## config.mk

```make
export PLATFORM = sky130hd
export DESIGN_NAME = cam_frame_writer
export DESIGN_NICKNAME = d
export VERILOG_FILES = /design/src/rtl/cam_pkg.sv /design/src/rtl/cam_byte_pair.sv /design/src/rtl/cam_frame_writer.sv
export SDC_FILE = /design/constraint.sdc
export NUM_CORES = 1
export LEC_CHECK = 0
export BUFFER_PORTS_ARGS = -buffer_cell sky130_fd_sc_hd__buf_2
export CAP_MARGIN = 5
export CORE_MARGIN = 1.5
export CORE_UTILIZATION = 40
export CTS_CLUSTER_DIAMETER = 80
export DETAILED_ROUTE_END_ITERATION = 12
export PLACE_DENSITY = 0.63
export SYNTH_ARGS = -nofsm -noshare
export SYNTH_HDL_FRONTEND = slang
export SYNTH_HIERARCHICAL = 1
export SYNTH_SLANG_ARGS = --single-unit
```

## constraint.sdc

```tcl
create_clock -name clk -period 3.5 [get_ports clk]
set_input_delay 0.7 -clock clk [delete_from_list [all_inputs] [get_ports clk]]
set_output_delay 0.7 -clock clk [all_outputs]
set_load 0.03 [all_outputs]
```

## src/rtl/cam_pkg.sv

```systemverilog
// Shared types and default geometry for the camera capture path.
package cam_pkg;

  localparam int unsigned DEF_SRC_WIDTH  = 320;
  localparam int unsigned DEF_SRC_HEIGHT = 240;
  localparam int unsigned DEF_IMG_WIDTH  = 176;
  localparam int unsigned DEF_IMG_HEIGHT = 240;

  typedef enum logic [1:0] {
    S_IDLE,
    S_VSYNC,
    S_FRAME
  } state_t;

  typedef struct packed {
    logic [4:0] r;
    logic [5:0] g;
    logic [4:0] b;
  } rgb565_t;

endpackage

```

## src/rtl/cam_byte_pair.sv

```systemverilog
// Pairs camera bytes into RGB565 pixels: first byte of a pair is the high half.
module cam_byte_pair
  import cam_pkg::*;
(
  input  logic        clk,
  input  logic        rst_n,
  input  logic        en,
  input  logic        clr,
  input  logic        byte_vld,
  input  logic [7:0]  data,
  output logic        pix_vld,
  output logic [15:0] pix
);

  logic       phase;
  logic       phase_eff;
  logic       take;
  logic [7:0] hi;
  rgb565_t    pix_word;

  // A clear in the same cycle as a byte makes that byte the high half of a new pair.
  always_comb begin
    take      = en & byte_vld;
    phase_eff = phase & ~clr;
    pix_vld   = take & phase_eff;
    pix_word  = rgb565_t'({hi, data});
    pix       = pix_word;
  end

  // Phase toggle and high-byte latch.
  always_ff @(posedge clk or negedge rst_n) begin
    if (!rst_n) begin
      phase <= 1'b0;
      hi    <= '0;
    end else if (take) begin
      if (phase_eff) begin
        phase <= 1'b0;
      end else begin
        phase <= 1'b1;
        hi    <= data;
      end
    end else if (clr) begin
      phase <= 1'b0;
    end
  end

endmodule

```

## src/rtl/cam_frame_writer.sv

```systemverilog
// Crops a centred window from the camera stream and writes it row-major into the frame buffer.
module cam_frame_writer
  import cam_pkg::*;
#(
  parameter int unsigned SRC_WIDTH  = DEF_SRC_WIDTH,
  parameter int unsigned SRC_HEIGHT = DEF_SRC_HEIGHT,
  parameter int unsigned IMG_WIDTH  = DEF_IMG_WIDTH,
  parameter int unsigned IMG_HEIGHT = DEF_IMG_HEIGHT,
  parameter int unsigned ADDR_WIDTH = $clog2(IMG_WIDTH * IMG_HEIGHT)
) (
  input  logic                  clk,
  input  logic                  rst_n,
  input  logic                  capture_en,
  input  logic                  cam_vsync,
  input  logic                  cam_href,
  input  logic                  cam_byte_vld,
  input  logic [7:0]            cam_data,
  output logic                  we,
  output logic [ADDR_WIDTH-1:0] wAddr,
  output logic [15:0]           wData,
  output logic                  frame_done,
  output logic                  busy
);

  localparam int unsigned X_OFF = (SRC_WIDTH - IMG_WIDTH) >> 1;
  localparam int unsigned Y_OFF = (SRC_HEIGHT - IMG_HEIGHT) >> 1;
  localparam int unsigned XW    = $clog2(SRC_WIDTH + 1);
  localparam int unsigned YW    = $clog2(SRC_HEIGHT + 1);
  localparam int unsigned TOTAL = IMG_WIDTH * IMG_HEIGHT;

  state_t                state;
  state_t                state_nxt;
  logic                  frame_done_nxt;
  logic                  vsync_q;
  logic                  href_q;
  logic                  vs_rise_c;
  logic                  vs_fall_c;
  logic                  href_rise_c;
  logic                  href_fall_c;
  logic                  pix_vld;
  logic [15:0]           pix;
  logic                  in_win_c;
  logic                  wr_c;
  logic [XW-1:0]         x;
  logic [YW-1:0]         y;
  logic [ADDR_WIDTH-1:0] idx;
  logic                  full;
  logic                  line_pix;

  assign vs_rise_c   = cam_vsync & ~vsync_q;
  assign vs_fall_c   = ~cam_vsync & vsync_q;
  assign href_rise_c = cam_href & ~href_q;
  assign href_fall_c = ~cam_href & href_q;

  cam_byte_pair u_pair (
    .clk      (clk),
    .rst_n    (rst_n),
    .en       ((state == S_FRAME) & cam_href),
    .clr      (href_rise_c | (state != S_FRAME)),
    .byte_vld (cam_byte_vld),
    .data     (cam_data),
    .pix_vld  (pix_vld),
    .pix      (pix)
  );

  // Window membership of the pixel completing this cycle; signed compare keeps zero offsets clean.
  always_comb begin
    in_win_c = (int'(x) >= int'(X_OFF)) && (int'(x) < int'(X_OFF + IMG_WIDTH)) &&
               (int'(y) >= int'(Y_OFF)) && (int'(y) < int'(Y_OFF + IMG_HEIGHT));
    wr_c     = pix_vld & in_win_c & ~full;
  end

  // Sync edge history.
  always_ff @(posedge clk or negedge rst_n) begin
    if (!rst_n) begin
      vsync_q <= 1'b0;
      href_q  <= 1'b0;
    end else begin
      vsync_q <= cam_vsync;
      href_q  <= cam_href;
    end
  end

  // State register and registered status outputs.
  always_ff @(posedge clk or negedge rst_n) begin
    if (!rst_n) begin
      state      <= S_IDLE;
      frame_done <= 1'b0;
      busy       <= 1'b0;
    end else begin
      state      <= state_nxt;
      frame_done <= frame_done_nxt;
      busy       <= (state_nxt == S_FRAME);
    end
  end

  // Next state; capture_en only matters at vsync rise.
  always_comb begin
    state_nxt      = state;
    frame_done_nxt = 1'b0;
    case (state)
      S_IDLE:  if (vs_rise_c && capture_en) state_nxt = S_VSYNC;
      S_VSYNC: if (vs_fall_c) state_nxt = S_FRAME;
      S_FRAME: begin
        if (vs_rise_c) begin
          frame_done_nxt = 1'b1;
          state_nxt      = capture_en ? S_VSYNC : S_IDLE;
        end
      end
      default: state_nxt = S_IDLE;
    endcase
  end

  // Position counters and write port; everything rewinds outside S_FRAME.
  always_ff @(posedge clk or negedge rst_n) begin
    if (!rst_n) begin
      x        <= '0;
      y        <= '0;
      idx      <= '0;
      full     <= 1'b0;
      line_pix <= 1'b0;
      we       <= 1'b0;
      wAddr    <= '0;
      wData    <= '0;
    end else if (state != S_FRAME) begin
      x        <= '0;
      y        <= '0;
      idx      <= '0;
      full     <= 1'b0;
      line_pix <= 1'b0;
      we       <= 1'b0;
      wAddr    <= '0;
    end else begin
      we <= 1'b0;
      if (pix_vld) begin
        line_pix <= 1'b1;
        if (x != '1) x <= x + XW'(1);
        if (wr_c) begin
          we    <= 1'b1;
          wAddr <= idx;
          wData <= pix;
          if (idx == ADDR_WIDTH'(TOTAL - 1)) full <= 1'b1;
          else                               idx  <= idx + ADDR_WIDTH'(1);
        end
      end
      if (href_fall_c && line_pix) begin
        x        <= '0;
        line_pix <= 1'b0;
        if (y != '1) y <= y + YW'(1);
      end
    end
  end

endmodule

```

After elaboration in Yosys (flattened, before gate mapping) --
Cells that the tools add are included.
Word-level totals: flip-flop bits (word level) 83, output and inout bits 35, word-level logic and storage cells 102
Operators by class: add/sub/neg operators 3, magnitude comparators 3, equal/unequal tests 8, mux-type cells 34, bitwise operators 19, reductions and logical operators 20
Operators with widths (count):
- two-way mux 16 bit | 7
- two-way mux 9 bit | 4
- two-way mux 8 bit | 3
- adder 16 x 1 -> 16 bit (second input constant) | 1
- equality test 16 bit (second input constant) | 1
- two-way mux 1 bit | 16
- nonzero test 2 bit | 6
- bitwise AND 1 bit | 10
- adder 9 x 1 -> 9 bit (second input constant) | 1
- >= comparator 9 x 7 -> 1 bit (second input constant) | 1
- less-than comparator 9 x 8 -> 1 bit (second input constant) | 1
- inequality test 9 bit (second input constant) | 1
- AND reduction 3 bit | 3
- adder 8 x 1 -> 8 bit (second input constant) | 1
- less-than comparator 8 bit (second input constant) | 1
- inequality test 8 bit (second input constant) | 1
- NOT 1 bit | 8
- AND reduction 2 bit | 4
- two-way mux 2 bit | 3
- case mux 2 bit (3 select lines) | 1
- nonzero test 3 bit | 2
- equality test 2 bit (second input constant) | 2
- logical AND 1 bit | 4
- inequality test 2 bit (second input constant) | 2
- 3 further kinds | 3

Logic depth before layout (Yosys ltp) --
depth in word-level cells 11, depth in mapped cells 13, depth with buffers taken out 9

Hierarchy --
Netlist, hierarchy kept.
By module, submodules not included:
- cam_frame_writer | instances 1, cells each 324, area an instance 3350.7 sq um, sequential area each 1851.8 sq um
- cam_byte_pair | instances 1, cells each 30, area an instance 460.4 sq um, sequential area each 225.2 sq um

Least setup slack after synthesis --
Ideal clock, no wire load.
path type reg2reg, start point reg state[0], end point reg wData[10], data arrival time 3.067 ns, path slack 0.309 ns, cell stages (with the launch flop) 14, path buffers 4, cells stage by stage dfrtp_1 nand2b_1 clkbuf_1 buf_1 clkbuf_1 nor2_1 nand2_2 nor2b_1 or3b_1 a311oi_2 nand2_2 nor2_4 buf_4 mux2_2
On the way: longest elaborated chain between the ends 8, elaborated cells between the ends (all ways) 12, those cells by class 2 x eq/ne; 9 x bitwise; 1 x reduce/logical
RTL lines:
- from (decl) | RTL line cam_frame_writer.sv:31 | state_t state;
- from (signal assigned) | RTL line cam_frame_writer.sv:91 | state <= state_nxt;
- inequality test 2 bit | RTL line cam_frame_writer.sv:59 | .clr (href_rise_c | (state != S_FRAME)),
- OR 1 bit | RTL line cam_frame_writer.sv:59
- NOT 1 bit | RTL line cam_byte_pair.sv:24 | phase_eff = phase & ~clr;
- bitwise AND 1 bit | RTL line cam_byte_pair.sv:24
- bitwise AND 1 bit (*) | RTL line cam_byte_pair.sv:25 | pix_vld = take & phase_eff;
- via pix_vld | RTL line cam_frame_writer.sv:40 | logic pix_vld;
- bitwise AND 1 bit (2 in series) | RTL line cam_frame_writer.sv:70 | wr_c = pix_vld & in_win_c & ~full;
- AND reduction 3 bit (no line) (*)
- to (signal assigned) | RTL line cam_frame_writer.sv:141 | wData <= pix;
- to (decl) | RTL line cam_frame_writer.sv:20 | output logic [15:0] wData,
The timed path passes the listed nets; every way through them passes the cells marked *. A chain may end at the register's enable or synchronous reset.

Worst setup path after layout --
start point reg state[0], end point reg idx[15]
On the way: longest elaborated chain between the ends 9, elaborated cells between the ends (all ways) 15, those cells by class 3 x eq/ne; 1 x mux; 8 x bitwise; 3 x reduce/logical
RTL lines:
- inequality test 2 bit | RTL line cam_frame_writer.sv:59
- OR 1 bit | RTL line cam_frame_writer.sv:59
- NOT 1 bit | RTL line cam_byte_pair.sv:24
- bitwise AND 1 bit | RTL line cam_byte_pair.sv:24
- bitwise AND 1 bit (*) | RTL line cam_byte_pair.sv:25
- via pix_vld | RTL line cam_frame_writer.sv:40
- bitwise AND 1 bit (2 in series) | RTL line cam_frame_writer.sv:70
- nonzero test 2 bit (no line)
- AND reduction 3 bit (no line) (*)
- to (signal assigned) | RTL line cam_frame_writer.sv:143 | else idx <= idx + ADDR_WIDTH'(1);
- to (decl) | RTL line cam_frame_writer.sv:46 | logic [ADDR_WIDTH-1:0] idx;
Marks and branches as above.

==> summary.txt <==
Floorplanning
  – Die Width: 101 µm
  – Die height: ~100 µm
  – Core footprint: 9240 µm²
  – Std-Cell Rows: 35
  – I/O pins: 49
  – Total die area: 10100 µm²
  – Starting Density: 41.2%

Synthesis
  – Asr flop ratio synth: 100%
  – Synthesis Warnings: 6
  – Post-synth net total: 373
  – Synth cell types: 49
  – Largest family of logic cells by synthesized area: simple AND/OR/NAND/NOR gates
  – Synth Area in Adders: 1.64%
  – Synth Area in Compound Gates: 8.90%
  – Synthesized cell area: 3810 µm²
  – Commonest cells post-synth: dfrtp_1 (83), nand2_1 (56), a21oi_1 (32)
  – Seq/Total Area, Yosys: 54.5%
  – Post-Synth XOR/XNOR Area: 3.68%
  – Syn avg cell area: 10.8 µm²
  – Post-synthesis cell count: 354
  – Area contributors post-synth: dfrtp_1 (54%), nand2_1 (5.5%), mux2_2 (4.7%)
  – Share of the synthesized area in the top cell type: a little over half
  – Synth area leader: dfrtp_1
  – Mux share of post-synthesis cell area: 8.40%
  – Post-synth EDFFs: 0
  – Number of synthesized register bits: 83
  – Most common cell in the synthesized netlist: dfrtp_1
  – Synth Area in Simple Gates: about a fifth
  – Ys flop type: dfrtp_1

Drt
  – DRT Pass-1 Iters: 4
  – Detailed-route DRC error count: 0
  – Drt via density: 5.19
  – DR vias: roughly 2800
  – Drt total wl: 7150 µm
  – WL per Instance: ~13 µm
  – Initial DRC Count: 156
  – Routed Antenna Nets: 0

Clock network
  – Cts-stage hold buffer count: 0
  – Root Driver: clkbuf_8
  – Post-cts resize count: 0
  – Total CTS buffers: 9
  – Clock latency at the later pin of the worst-skew pair: 0.35 ns
  – H-tree depth: 3
  – Clock-pin slew of the registers on the worst-case setup and hold paths: 0.09 ns
  – Post-CTS Setup Repair Bufs: 0
  – CTS tree: built
  – Max Root-Sink Buffers: 2
  – CTS Sinks: 83

Timing
  – Worst Tran Pin Value: 0.739 ns
  – Hold Fails Final Rpt: 0
  – Worst slew margin: 50.7%
  – Setup TNS: 0 ns
  – Tcrit/Tclk final: 88.2%
  – RSZ-0062 raised after global routing: false
  – Min cycle time layout: 3.09 ns
  – Setup Skew: around 0.016 ns
  – Slew Limit Fails: 0
  – Final setup viols: 0
  – Maximum clock rate: approximately 320 MHz

Placed design
  – Routability cong.: between 0.8 and 0.9
  – Final HPWL DP: 4900 µm
  – Port Buffers: between 40 and 50

Global routing
  – Initial antenna violation count: 0
  – Global-route congestion overflow total: 0
  – Vias in the first global route: ~2600
  – GRT Resource Usage Total: 15.7%
  – Pin count of the biggest net entering global routing: between 50 and 60
  – First-pass GRT wire length: approximately 12000 µm

Finish
  – Nets@finish: 418
  – Area grow syn2layout: 13.7%
  – Core Util, Final: 46.9%
  – N_diodes: 0
  – Share of cells above drive strength 1: 25.7%
  – Layout fillers: 894

Critical path
  – Reg2Reg Launch Point: state[0]
  – Crit Path Max Fanout: 10
  – Reg2Reg Depth: 9
  – Critical Path Most Common Cell: nor2b_1
  – R2R Path End: idx[15]
  – Max stage delay on crit path: 0.60 ns
  – Crit Path Class: reg -> reg
  – Worst reg-to-reg setup slack: 0.41 ns
  – CP max-delay cell: nor4_4
  – Worst Path Required: 3.74 ns
  – Crit end category: flop
  – CP Cell Sequence: nor2b_1 -> o21ai_0 -> nor2b_4 -> nor2b_1 -> or3b_1 -> a311o_1 -> nor4_4 -> a31oi_1 -> a41o_1
  – CP Data Arrival Time: 3.33 ns
  – Critical Path Start Type: flop

Job
  – Max-cap violations: 0

Min path
  – Hold Path Class: in -> async

Outcome
  – Status: finished clean

Pwr
  – Pwr/cell area: between 400 and 500 nW/µm²
  – Leakage: 1.97 nW
  – Maximum vdd drop: 0.000256 V
-- sequential cells by signal, summed over array words and instances (netlist names), 2 cells and up --
register / flops
wData: 16
x: 9
y: 8
idx: 16
u_pair/hi: 8
wAddr: 16
state: 2
-- kinds of logic after synthesis --
| kind of cell | Yosys count |
|---|---|
| AO/OA/AOI/OAI | 57 |
| XOR/XNOR | 16 |
| adder cells (fa/ha/maj) | 5 |
| buffers and inverters | 24 |
| flip-flops | 83 |
| multiplexers | 26 |
| AND/OR/NAND/NOR | 143 |
-- cell type report --
| type | count | area (µm²) | share of cell area [%] |
|---|---|---|---|
| Clock buffer | 10 | 138 | 3.18 |
| Clock inverter | 6 | 47.5 | 1.10 |
| Inverter | 4 | 15.0 | 0.346 |
| Multi-Input combinational cell | 247 | 1610 | 37.1 |
| Sequential cell | 83 | 2080 | 47.9 |
| Tap cell | 129 | 161 | 3.72 |
| Timing Repair Buffer | 54 | 288 | 6.64 |
-- worst max-delay path: cells and delay by family, from the launching register on --
family             cells  cell delay [ns]
DFF                    1             0.43
AOI/OAI and AO/OA      4             0.91
and+or+nand+nor        5             1.65
-- placed cells by master (no fill, tap or decap), drive strengths merged, types with 5 or more instances in the layout --
cell    synthesis  layout
dfrtp          83      83
nand2          58      58
buf            12      54
nor2           33      33
a21oi          32      32
mux2           24      24
o21ai          12      12
xor2           11      11
clkbuf          8      10
nand3           7       7
or3             7       7
nand4           7       7
nor2b           6       6
inv             4       6
and3            5       5
xnor2           5       5
ha              5       5
-- per-layer routing --
metal / GRT usage [%] / wire, µm
met4: 5.53 / 101
met2: 24.9 / 3420
met3: 3.95 / 246
met1: 20.8 / 3380
met5: 0 / 0
-- worst max path at each step --
stage                        start         to  cells past startpoint
after floorplan           state[0]  wData[10]                     13
after global placement    cam_href    idx[15]                     10
after detailed placement  cam_href    idx[15]                     10
after CTS                 state[0]    idx[15]                      9
after global routing      state[0]    idx[15]                      9
final                     state[0]    idx[15]                      9
-- power by group --
group,total (mW),internal (mW),switching (mW)
registers,1.06,1.02,0.0387
clock network,0.638,0.283,0.355
logic,0.310,0.121,0.189
-- per-stage QoR --
stage / setup WS [ns] / area [µm²] / total power, mW / std cells / hold WS [ns]
floorplan: 0.309 / 3810 / 1.30 / 354 / 0.404
CTS: 0.404 / 4330 / 2.04 / 533 / 0.419
finish: 0.414 / 4330 / 2.01 / 533 / 0.406
global route: 0.126 / 4330 / 2.13 / 533 / 0.447
global placement: 0.275 / 4150 / 1.39 / 517 / 0.486
detailed placement: 0.201 / 4150 / 1.40 / 517 / 0.489
No activity file was read; power rests on OpenSTA's default activity.
